[config.mk]
export PLATFORM = sky130hd
export DESIGN_NAME = truth_table_sweeper
export DESIGN_NICKNAME = d
export VERILOG_FILES = /design/src/rtl/truth_table_sweeper.sv
export SDC_FILE = /design/constraint.sdc
export NUM_CORES = 1
export LEC_CHECK = 0
export ABC_AREA = 1
export CAP_MARGIN = 20
export CORE_MARGIN = 4
export CORE_UTILIZATION = 60
export DETAILED_ROUTE_END_ITERATION = 12
export GPL_TIMING_DRIVEN = 0
export PLACE_DENSITY = 0.91
export REMOVE_ABC_BUFFERS = 1
export SYNTH_ARGS = -nofsm -noshare
export SYNTH_HDL_FRONTEND = slang
export SYNTH_SLANG_ARGS = --single-unit
[constraint.sdc]
create_clock -name clk -period 2.3 [get_ports clk]
set_input_delay 0.23 -clock clk [delete_from_list [all_inputs] [get_ports clk]]
set_output_delay 0.23 -clock clk [all_outputs]
set_load 0.005 [all_outputs]
[src/rtl/truth_table_sweeper.sv]
// Truth-table sweeper: walks every input combination of a combinational DUT,
// holds each for HOLD cycles, then scores the DUT output against EXPECTED.
module truth_table_sweeper #(
    parameter int                    N_IN     = 4,
    parameter int                    HOLD     = 100,
    parameter logic [(2**N_IN)-1:0]  EXPECTED = '0
) (
    input  logic            clk,
    input  logic            rst,
    input  logic            start,
    input  logic            abort,
    input  logic            dut_q,
    output logic [N_IN-1:0] stim,
    output logic            busy,
    output logic            done,
    output logic            pass,
    output logic [N_IN:0]   err_count,
    output logic [N_IN-1:0] first_err_idx,
    output logic            mismatch
);

    typedef enum logic [1:0] {
        IDLE = 2'd0,
        RUN  = 2'd1,
        DONE = 2'd2
    } state_t;

    localparam logic [15:0]     HOLD_LAST = 16'(HOLD - 1);
    localparam logic [N_IN-1:0] STIM_LAST = {N_IN{1'b1}};
    localparam logic [N_IN-1:0] STIM_ONE  = N_IN'(1'b1);
    localparam logic [N_IN:0]   ERR_ONE   = (N_IN + 1)'(1'b1);

    state_t          state_r, state_next_s;
    logic [N_IN-1:0] stim_r, stim_next_s;
    logic [15:0]     hold_cnt_r, hold_next_s;
    logic [N_IN:0]   err_count_r, err_next_s, err_inc_s;
    logic [N_IN-1:0] first_err_idx_r, first_idx_next_s;
    logic            first_seen_r, first_seen_next_s;
    logic            pass_r, pass_next_s;
    logic            done_r, done_next_s;
    logic            mismatch_r, mismatch_next_s;
    logic            busy_r;
    logic            sample_bad_s;

    // Next-state and datapath decode; abort wins over a coincident compare.
    always_comb begin
        state_next_s      = state_r;
        stim_next_s       = stim_r;
        hold_next_s       = hold_cnt_r;
        err_next_s        = err_count_r;
        first_idx_next_s  = first_err_idx_r;
        first_seen_next_s = first_seen_r;
        pass_next_s       = pass_r;
        done_next_s       = 1'b0;
        mismatch_next_s   = 1'b0;
        sample_bad_s      = (dut_q != EXPECTED[stim_r]);
        err_inc_s         = sample_bad_s ? (err_count_r + ERR_ONE) : err_count_r;

        case (state_r)
            IDLE: begin
                if (start) begin
                    state_next_s      = RUN;
                    stim_next_s       = '0;
                    hold_next_s       = 16'd0;
                    err_next_s        = '0;
                    first_idx_next_s  = '0;
                    first_seen_next_s = 1'b0;
                    pass_next_s       = 1'b0;
                end else begin
                    state_next_s = IDLE;
                end
            end
            RUN: begin
                if (abort) begin
                    state_next_s = IDLE;
                end else if (hold_cnt_r == HOLD_LAST) begin
                    err_next_s      = err_inc_s;
                    mismatch_next_s = sample_bad_s;
                    if (sample_bad_s && !first_seen_r) begin
                        first_idx_next_s  = stim_r;
                        first_seen_next_s = 1'b1;
                    end else begin
                        first_idx_next_s  = first_err_idx_r;
                    end
                    // Last combination keeps stim so the final index stays visible.
                    if (stim_r != STIM_LAST) begin
                        stim_next_s = stim_r + STIM_ONE;
                        hold_next_s = 16'd0;
                    end else begin
                        state_next_s = DONE;
                        done_next_s  = 1'b1;
                        pass_next_s  = (err_inc_s == '0);
                    end
                end else begin
                    hold_next_s = hold_cnt_r + 16'd1;
                end
            end
            DONE: begin
                state_next_s = IDLE;
            end
            default: begin
                state_next_s = IDLE;
            end
        endcase
    end

    // State and output registers with synchronous reset taking priority.
    always_ff @(posedge clk) begin
        if (rst) begin
            state_r         <= IDLE;
            stim_r          <= '0;
            hold_cnt_r      <= 16'd0;
            err_count_r     <= '0;
            first_err_idx_r <= '0;
            first_seen_r    <= 1'b0;
            pass_r          <= 1'b0;
            done_r          <= 1'b0;
            mismatch_r      <= 1'b0;
            busy_r          <= 1'b0;
        end else begin
            state_r         <= state_next_s;
            stim_r          <= stim_next_s;
            hold_cnt_r      <= hold_next_s;
            err_count_r     <= err_next_s;
            first_err_idx_r <= first_idx_next_s;
            first_seen_r    <= first_seen_next_s;
            pass_r          <= pass_next_s;
            done_r          <= done_next_s;
            mismatch_r      <= mismatch_next_s;
            busy_r          <= (state_next_s == RUN);
        end
    end

    assign stim          = stim_r;
    assign busy          = busy_r;
    assign done          = done_r;
    assign pass          = pass_r;
    assign err_count     = err_count_r;
    assign first_err_idx = first_err_idx_r;
    assign mismatch      = mismatch_r;

endmodule
# Word level (Yosys, flattened, before mapping)
# Memory sizes are Yosys's and may differ from the RTL's. A register that Yosys moved wholly into a read port is not among the register bits.
# Cells that the tools add are included.
# classes
add_sub_neg,3
order_cmp,1
n_eq_ne,12
n_mux,37
bitwise_logic,2
reduce_logical,11
# ops
operator,count
2-to-1 mux 16 bit,4
2-to-1 mux 4 bit,9
case mux 16 bit (2 select lines),1
2-to-1 mux 5 bit,4
"adder 16 x 1 -> 16 bit, second input constant",1
"== test 16 x 7 -> 1 bit, second input constant",1
case mux 4 bit (2 select lines),2
AND reduction 5 bit,3
"!= test 2 bit, second input constant",6
2-to-1 mux 1 bit,10
case mux 5 bit (2 select lines),1
AND reduction 4 bit,2
2-to-1 mux 2 bit,3
"adder 5 x 1 -> 5 bit, second input constant",1
zero test 5 bit,1
"< comparator 4 x 5 -> 1 bit, second input constant",1
"adder 4 x 1 -> 4 bit, second input constant",1
"== test 2 x 1 -> 1 bit, second input constant",2
"!= test 4 bit, second input constant",1
case mux 1 bit (2 select lines),2
case mux 2 bit (2 select lines),1
OR reduction 4 bit,1
"!= test 3 bit, second input constant",1
zero test 2 bit,1
5 further kinds,6
# word_totals
ff_bits,36
mem_bits_ro,16
in_bits,5
out_inout_bits,17
mem_count,1
# mem_list
memory,words,width,rd,rd_clocked_by_memory_dff,wr,line,source
(name not given),16,1,1,1,0,56,sample_bad_s = (dut_q != EXPECTED[stim_r]);

# Depth between registers and ports, before layout
# Gate-level depths: netlist of run 1.
# logic_depth
depth_word,9
mapped_depth,12
mapped_depth_nobuf,11

# Worst setup path after synthesis of run 1
# OpenSTA, ideal clock, no wires.
# synth_timing
path_kind,register -> register
startpoint,register stim_r[0] (netlist: stim[0])
endpoint,register hold_cnt_r[8]
setup_time_ps,128
arrival_time_ps,1404
required_ps,2172
slack_ps,769
path_stages_with_launch,12
path_buffers,1
synth_period_minus_slack_ps,1531
path_cell_list,dfxtp_1 ha_1 nand2_1 inv_1 nand2_1 nor2_1 nand3_1 nand2_2 buf_6 nor2_1 nor2_1 nor2_1
# synth_between
elab_chain_len,3
# synth_rtl
element,line,source
start: declaration,34,"logic [N_IN-1:0] stim_r, stim_next_s;"
start signal: assignment,122,stim_r <= stim_next_s;
!= test 4 bit,86,if (stim_r != STIM_LAST) begin
!= test 3 bit (no source line),-,
AND reduction 4 bit (no source line),-,
end signal: assignment,123,hold_cnt_r <= hold_next_s;
end: declaration,35,"logic [15:0] hold_cnt_r, hold_next_s;"
# No other way between the ends.
# A chain may end at the register's enable or synchronous reset.

# Worst setup path after layout of run 1
# layout_timing
startpoint,register state_r[0]
endpoint,register hold_cnt_r[10]
# layout_between
elab_chain_len,3
elab_cells_between_ends,8
classes_between,4 x eq/ne; 1 x mux; 3 x reduce/logical
# layout_rtl
element,line,source
start: declaration,33,"state_t state_r, state_next_s;"
start signal: assignment,121,state_r <= state_next_s;
== test 2 x 1 -> 1 bit or zero test 2 bit (tied branches),59,case (state_r)
!= test 3 bit (no source line) (tied with other cells),-,
AND reduction 4 bit (no source line),-,
# Parallel ways exist; a longest one is shown, timed or not.

==> reports/results.ini, run 1 <==
[floorplanning]
rows=21
die_h_um=66.78
core_mm2=0.003337
io_pins=22
die_w_um=66.78
start_util_pct=62.13
die-area_mm2=0.004460

[timing]
rsz0062_at_grt=no
hold_viol_final=0
max_slew_margin_pct=43.11
drv_slew=0
max_freq_mhz=468.5
skew_ps=15.77
final.period_utilization_pct=92.80
worstMarginPinSlew_ps=850.6
setup_viol=0
period_needed_ps=2134
holdWs_ps=470.0

[critical_path]
critical_path.cell_chain=inv_2, nor2_8, inv_2, o21ai_4, nand2_4, inv_2, nand2_1, nor2_1, nor2_1
start_kind=register
critPathMaxFanout=18
endpoint_kind=register
worstSetupPathType=reg -> reg
worst_path_largest_cell_delay_ps=470
required_ps=2560
path_common_cell=inv_2
crit_slowest_cell=o21ai_4
cp.arrival_ps=2390

[power]
pwr-share-clk_pct=30.4
power.static_leakage_nw=0.9361
seq_power_share_pct=54.1
peakVddDrop_mv=0.2847
power.internal_uw=857.2
combPwrFrac_pct=15.5
p_switching_uw=356.6
power_density_mw_per_mm2=514.4
swShare_pct=29.38

[grt]
grt_pass1_wl_um=8031
gr-usage-all-layers_pct=23.60
grt_max_degree=23
grt_pass1_vias=1830
overflow=0
grt_antenna_before_repair=0

[routing]
drc=0
vias_per_cell=5.338
dr_total_vias=2114
drtAntennaViolNets=0
drt_iter0_drc=248
wl_um=4816
firstDrtPassIters=4
routedWlPerCell_um=12.16

[clock_network]
cts_setup_buffers=0
clock-root-buffer=clkbuf_4
clock_sinks=36
cts_max_level=2
clk_pin_slew_worst_paths_ps=120
cts_buffers=5
insertion_delay_ps=350
cts_tree=yes
clk_path_buf_depth=2

[yosys]
synth_largest_area_cell=dfxtp_1
synth-warning-count=0
synth_top_area_share_pct=34.76
syn_area_mm2=0.002073
synth_edf_count=0
synthTopCellsByArea=dfxtp_1, nand2_1, nor2_1, inv_1, nand3_1
postSynth.asyncResetShare_pct=0
yosysSeqAreaShare_pct=34.76
synthFlopType=dfxtp_1
synth_cell_types=29
synth-seq-cells=36
synth_cells=330
avgSynthCellArea_um2=6.283

[placement]
dp.final_hpwl_um=3296
io_buffers=21
place.gp.congestion=0.9034

[finish]
post-route-util_pct=70.72
synthToLayoutAreaGrowth_pct=13.82
drive_gt1_share_pct=5.429
layout.nets=357
antenna_cells=0

[run]
max_cap_viol_count=0

[status]
status=completed

[worst_hold_path]
min_path_type=reg -> reg

critical path, delay by kind of cell, from the launching register on:
family                 cells  cell delay, ps
AOI/OAI and AO/OA          1             470
DFF                        1             360
and+or+nand+nor            5             710
buffers and inverters      3             470
flip-flops by register name (all words and copies together) (netlist names):
| register | cells |
|---|---|
| mismatch | 1 |
| state_r | 2 |
| first_err_idx | 4 |
| err_count | 5 |
| done | 1 |
| busy | 1 |
| hold_cnt_r | 16 |
| stim | 4 |
| pass | 1 |
| first_seen_r | 1 |
metal layers:
metal  vias to the layer above  track usage, %  share of wire [%]
met3                         9           4.216                5.9
met5                         -               0                  0
li1                       1088               -                  -
met2                        60           40.72                 49
met1                       957           28.31                 44
met4                         0           10.41                1.5
timing repair:
action,CTS,global route
endpoints found under the setup margin,9,15
hold buffers,0,0
resized for setup,1,2
cell families after synthesis:
family                   Yosys count  synth area share (%)
buffers and inverters             50                 10.26
adder cells (fa/ha/maj)            3                 1.811
XOR/XNOR                           3                 1.268
AO/OA/AOI/OAI                     32                 8.932
flip-flops                        36                 34.76
AND/OR/NAND/NOR                  206                 42.97
area by class of cell:
type | instances | area (um2)
tap | 46 | 57.56
fill | 291 | 977.2
clock buffer | 7 | 55.05
multi-input combinational | 244 | 1155
sequential | 36 | 720.7
clock inverter | 1 | 7.507
timing repair buffer | 21 | 210.2
inverter | 41 | 153.9
cell usage in the layout, fill, tap and decap left out, types with 2 or more instances in the layout:
cell type	instances
clkdlybuf4s50_1	21
o21ai_0	3
o21ai_1	2
o21bai_1	2
ha_1	3
or2_2	2
inv_1	37
nor3_1	4
clkbuf_4	5
nor2_1	60
a21oi_1	22
nand4_1	16
nand2_4	2
nand3b_1	2
xor2_1	2
nand3_1	26
inv_2	3
dfxtp_1	36
nand2_1	90
cells in the mapped netlist (3+ instances only):
cell type	n
buf_6	3
inv_2	3
nand3_1	27
clkbuf_1	3
nor3_1	4
ha_1	3
o21ai_0	3
a21oi_1	22
nand2_1	90
dfxtp_1	36
nor2_1	60
nand4_1	16
inv_1	37
worst paths after layout:
path,from,end,slack [ps],cells past startpoint
hold / removal,first_err_idx[3]$_SDFFE_PP0P_,first_err_idx[3]$_SDFFE_PP0P_,470,2
hold reg to reg,first_err_idx[3]$_SDFFE_PP0P_,first_err_idx[3]$_SDFFE_PP0P_,470,2
setup reg to reg,state_r[0]$_SDFF_PP0_,hold_cnt_r[10]$_SDFFE_PP0P_,170,9
setup / recovery,state_r[0]$_SDFF_PP0_,hold_cnt_r[10]$_SDFFE_PP0P_,170,9
metrics by stage:
step                      setup slack [ps]  cell area, um2  std cells  total power [mW]  TNS, ps
final                                165.5            2360        396             1.214        0
after global placement              -5.509            2282        388            0.8495   -15.37
after global routing                 7.085            2360        396             1.271        0
after floorplan                      513.5            2014        321            0.7828        0
after detailed placement            -22.77            2282        388            0.8546   -91.35
after CTS                            47.83            2350        396             1.221        0
power by group through the flow:
stage	sequential (mW)	clock, mW	combinational [mW]
5_1_grt	0.660	0.400	0.211
4_1_cts	0.657	0.378	0.186
6_report	0.657	0.369	0.188
3_3_place_gp	0.671	0	0.179
2_1_floorplan	0.670	0	0.113
3_5_place_dp	0.671	0	0.183
(Power assumes the default switching activity.)
==> inputs of run 2 (changes only) <==
Settings changed: REMOVE_ABC_BUFFERS 1 to default.
==> reports/results.ini, run 2 (synthesis gave the netlist of run 1 again) <==
[power]
power_mw=1.245
power.static_leakage_nw=0.9692
power_density_mw_per_mm2=517.4
peakVddDrop_mv=0.2929

[timing]
max_slew_margin_pct=65.75
setup_viol=0
hold_viol_final=0
setup_tns_ps=0
max_freq_mhz=527.6
worstMarginPinSlew_ps=513.8
period_needed_ps=1895
skew_ps=4.648
rsz0062_at_grt=no
drv_slew=0
final.period_utilization_pct=82.41

[finish]
layout.nets=366
n_fill_cell=311
final_cell_mix=nand2_1, nor2_1, inv_1
post-route-util_pct=72.10
instances_no_fill=404
synthToLayoutAreaGrowth_pct=16.05
regMostFlops=hold_cnt_r
antenna_cells=0
final_common_cell=nand2_1
ff_latch_area_um2=720.7
largest_register_ff_count=16
multi_input_area_mm2=0.001140
drive_gt1_share_pct=6.425

[floorplanning]
core_mm2=0.003337
start_util_pct=62.13
die-area_mm2=0.004460
io_pins=22
die_w_um=66.78
rows=21
die_h_um=66.78

[routing]
wl_um=5048
firstDrtPassIters=5
routed.top_layer=met4
dr_wl_met3_um=412
drtAntennaViolNets=0
routedWlPerCell_um=12.50
vias_per_cell=5.418
dr_total_vias=2189
drt_iter0_drc=341
wl_met1_um=2103
met2_length_um=2484
drc=0

[placement]
io_buffers=21
dp.final_hpwl_um=3697
dp_cells=397
place.gp.congestion=0.9189

[clock_network]
clock_sinks=36
cts_setup_buffers=0
cts_max_level=2
cts_buffers=5
clk_path_buf_depth=2
clk_pin_slew_worst_paths_ps=110
hold_buffers=0
insertion_delay_ps=340
clock-root-buffer=clkbuf_4
cts_resized=0
cts_tree=yes

[grt]
grt_antenna_before_repair=0
grt_pass1_wl_um=8707
overflow=0
grt_max_degree=11
grt_pass1_vias=2001
gr-usage-all-layers_pct=25.43

[critical_path]
cp.arrival_ps=2120
reg2reg_slack_ps=400
critical_path.cell_chain=ha_1, nand2_1, inv_1, nand2_1, nor2_1, nand3_1, nand2_2, buf_6, nor2_1, nor2_1, nor2_1
worst_path_largest_cell_delay_ps=480
critPathMaxFanout=10
path_common_cell=nor2_1
cp_num_buf_inv=2
crit_family=simple AND/OR/NAND/NOR gates
endpoint_kind=register
worst_r2r_path_depth=11
required_ps=2520
worstSetupPathType=reg -> reg
start_kind=register
cp.depth=11
crit_slowest_cell=dfxtp_1

[worst_hold_path]
hold_path_depth=2
min_path_type=reg -> reg

[status]
status=completed

[yosys]
synth_nets=338

[run]
max_cap_viol_count=0

==> run 2: changes by cell type in the layout (fill, tap and decap cells not counted), moves of 2 or more <==
cell and delta:
buf_6 +3, buf_2 +2, clkbuf_1 +2, nand2_2 +2, nand2_4 -2
==> run 2: final timing paths <==
| kind | from | end |
|---|---|---|
| setup reg to reg | stim[0]$_SDFFE_PP0P_ | hold_cnt_r[8]$_SDFFE_PP0P_ |
| hold / removal | first_err_idx[0]$_SDFFE_PP0P_ | first_err_idx[0]$_SDFFE_PP0P_ |
| setup / recovery | stim[0]$_SDFFE_PP0P_ | hold_cnt_r[8]$_SDFFE_PP0P_ |
| hold reg to reg | first_err_idx[0]$_SDFFE_PP0P_ | first_err_idx[0]$_SDFFE_PP0P_ |
==> run 2: cell type report <==
type                            count  share of cell area [%]
Timing Repair Buffer               21                   8.736
Clock buffer                        7                   2.704
Buffer                              9                   2.444
Inverter                           41                   6.396
Tap cell                           46                   2.392
Multi-Input combinational cell    244                   47.37
Sequential cell                    36                   29.95
==> run 2: worst min-delay path: cells and delay by family (launching register included) <==
kind	cells	cell delay (ps)
DFF	1	320
and+or+nand+nor	1	60
AOI/OAI and AO/OA	1	50
==> run 2: metrics by stage <==
| stage | hold slack (ps) | instance area [um2] | setup WS (ps) |
|---|---|---|---|
| after global routing | 496.2 | 2406 | 260.1 |
| after floorplan | 307.9 | 2073 | 768.8 |
| after global placement | 449.9 | 2341 | 397.1 |
| after detailed placement | 458.1 | 2341 | 379.5 |
| final | 467.5 | 2406 | 404.6 |
| after CTS | 475.5 | 2406 | 427.0 |
==> run 2: metal layers <==
metal | vias up | global-route usage, %
met5 | - | 0
met4 | 0 | 7.868
met3 | 6 | 5.734
met2 | 81 | 43.44
met1 | 994 | 31.54
li1 | 1108 | -
==> run 2: report_power, final <==
| group | switching (mW) | internal (mW) | leakage [nW] |
|---|---|---|---|
| clock | 0.208 | 0.173 | 0.0374 |
| combinational | 0.129 | 0.0761 | 0.640 |
| sequential | 0.0177 | 0.641 | 0.292 |
==> inputs of run 3 (changes only) <==
Settings changed: CORE_UTILIZATION 60 to 56, PLACE_DENSITY 0.91 to 0.86.
Clock period 2.3 ns to 1.9 ns, I/O delays scaled along.
==> reports/results.ini, run 3 (synthesis gave the netlist of run 1 again) <==
[finish]
drive_gt1_share_pct=8.333
final_common_cell=nand2_1
layout.nets=367
final_cell_mix=nand2_1, nor2_1, inv_1
regMostFlops=hold_cnt_r
synthToLayoutAreaGrowth_pct=19.98
fin_area_mm2=0.002487
post-route-util_pct=72.26
largest_register_ff_count=16
antenna_cells=0
n_fill_cell=288

[critical_path]
critical_path.cell_chain=ha_1, nand2_1, inv_1, nand2_1, nor2_1, nand3_1, nand2_2, buf_6, nor2_1, nor2_1, nor2_1
cp_num_buf_inv=2
crit_family=simple AND/OR/NAND/NOR gates
r2r-start=stim[0]$_SDFFE_PP0P_
crit_slowest_cell=dfxtp_2
start_kind=register
required_ps=2070
crit_start=stim[0]$_SDFFE_PP0P_
path_common_cell=nor2_1
cp.arrival_ps=1910
worstSetupPathType=reg -> reg
critPathMaxFanout=10
endpoint_kind=register
worst_path_largest_cell_delay_ps=390

[routing]
routedWlPerCell_um=12.12
vias_per_cell=5.320
firstDrtPassIters=5
wl_um=4919
drc=0
drtAntennaViolNets=0
drt_iter0_drc=190
dr_total_vias=2160

[clock_network]
insertion_delay_ps=290
hold_buffers=0
clock_sinks=36
clk_path_buf_depth=2
cts_max_level=2
cts_tree=yes
clock-root-buffer=clkbuf_8
clk_pin_slew_worst_paths_ps=80
cts_buffers=5

[worst_hold_path]
hp-start=first_err_idx[3]$_SDFFE_PP0P_
min_path_type=reg -> reg

[placement]
io_buffers=21
dp.final_hpwl_um=3488
dpl_cell_area_mm2=0.002341
place.gp.congestion=0.8977

[timing]
setup_viol=0
hold_viol_final=0
skew_ps=10.22
max_freq_mhz=573.7
drv_slew=0
worstMarginPinSlew_ps=505.3
max_slew_margin_pct=66.31
period_needed_ps=1743
final.period_utilization_pct=91.73
rsz0062_at_grt=yes
setup_tns_ps=0

[run]
max_cap_viol_count=0

[power]
power_density_mw_per_mm2=719.9
peakVddDrop_mv=0.6451
power.static_leakage_nw=1.002

[grt]
grt_busiest_layer=met2
overflow=0
met2_usage_pct=36.90
grt_pass1_vias=1933
gr-usage-all-layers_pct=23.28
grt_max_degree=12
grt_pass1_wl_um=8383
grt_util_met1_pct=31.08
grt_util_met3_pct=4.538
grt_antenna_before_repair=0

[yosys]
synth_nets=338

[floorplanning]
rows=21
io_pins=22
die_w_um=68.85
die-area_mm2=0.004740
core_mm2=0.003442
die_h_um=68.85
start_util_pct=60.23

[status]
status=completed

-- run 3: cell count changes in the layout (fill, tap and decap cells not counted) --
cell / before / now
dfxtp_2: 0 / 2
buf_4: 0 / 1
bufinv_16: 0 / 1
clkbuf_8: 2 / 7
ha_2: 0 / 1
clkbuf_4: 5 / 0
nand3_2: 0 / 1
nand3_1: 27 / 26
dfxtp_1: 36 / 34
nand2_1: 90 / 89
ha_1: 3 / 2
nand2_2: 2 / 3
-- run 3: cell type report --
| type | count | area (um2) | share of cell area (%) |
|---|---|---|---|
| Tap cell | 46 | 57.56 | 2.314 |
| Sequential cell | 36 | 723.2 | 29.07 |
| Clock inverter | 1 | 30.03 | 1.207 |
| Inverter | 41 | 153.9 | 6.187 |
| Timing Repair Buffer | 22 | 217.7 | 8.753 |
| Buffer | 9 | 58.81 | 2.364 |
| Multi-Input combinational cell | 244 | 1150 | 46.23 |
| Clock buffer | 7 | 96.34 | 3.873 |
-- run 3: final timing paths --
path,end,slack [ps],cells past startpoint
setup reg to reg,hold_cnt_r[13]$_SDFFE_PP0P_,160,11
setup / recovery,hold_cnt_r[13]$_SDFFE_PP0P_,160,11
hold / removal,first_err_idx[3]$_SDFFE_PP0P_,470,2
hold reg to reg,first_err_idx[3]$_SDFFE_PP0P_,470,2
-- run 3: tightest hold or removal path: cells and delay by family, from the launching register on --
family          cells  cell delay (ps)
flops               1              310
simple gates        1               60
compound gates      1               50
-- run 3: report_power, final --
group | switching (mW) | internal (mW)
Combinational | 0.152 | 0.0952
Clock | 0.283 | 0.463
Sequential | 0.0201 | 0.776
-- run 3: per-layer routing --
| metal | up-vias | part of all wire (%) |
|---|---|---|
| li1 | 1108 | - |
| met2 | 70 | 45 |
| met5 | - | 0 |
| met1 | 973 | 48 |
| met3 | 9 | 5.7 |
| met4 | 0 | 1.4 |
-- run 3: through the flow --
| stage | std cells | setup slack [ps] | total power, mW | hold slack [ps] |
|---|---|---|---|---|
| 2_1_floorplan | 330 | 368.8 | 0.9672 | 267.9 |
| 5_1_grt | 406 | -14.15 | 1.872 | 488.3 |
| 4_1_cts | 405 | 68.81 | 1.788 | 472.8 |
| 3_3_place_gp | 397 | 53.99 | 1.048 | 449.8 |
| 6_report | 406 | 157.1 | 1.791 | 468.7 |
| 3_5_place_dp | 397 | 26.79 | 1.052 | 458.7 |
-- run 3: repair_timing --
action	4_1_cts	5_1_grt
setup endpoints to repair	0	18
setup buffers	0	1
gates resized for setup	0	5
endpoints found under the hold margin	0	0
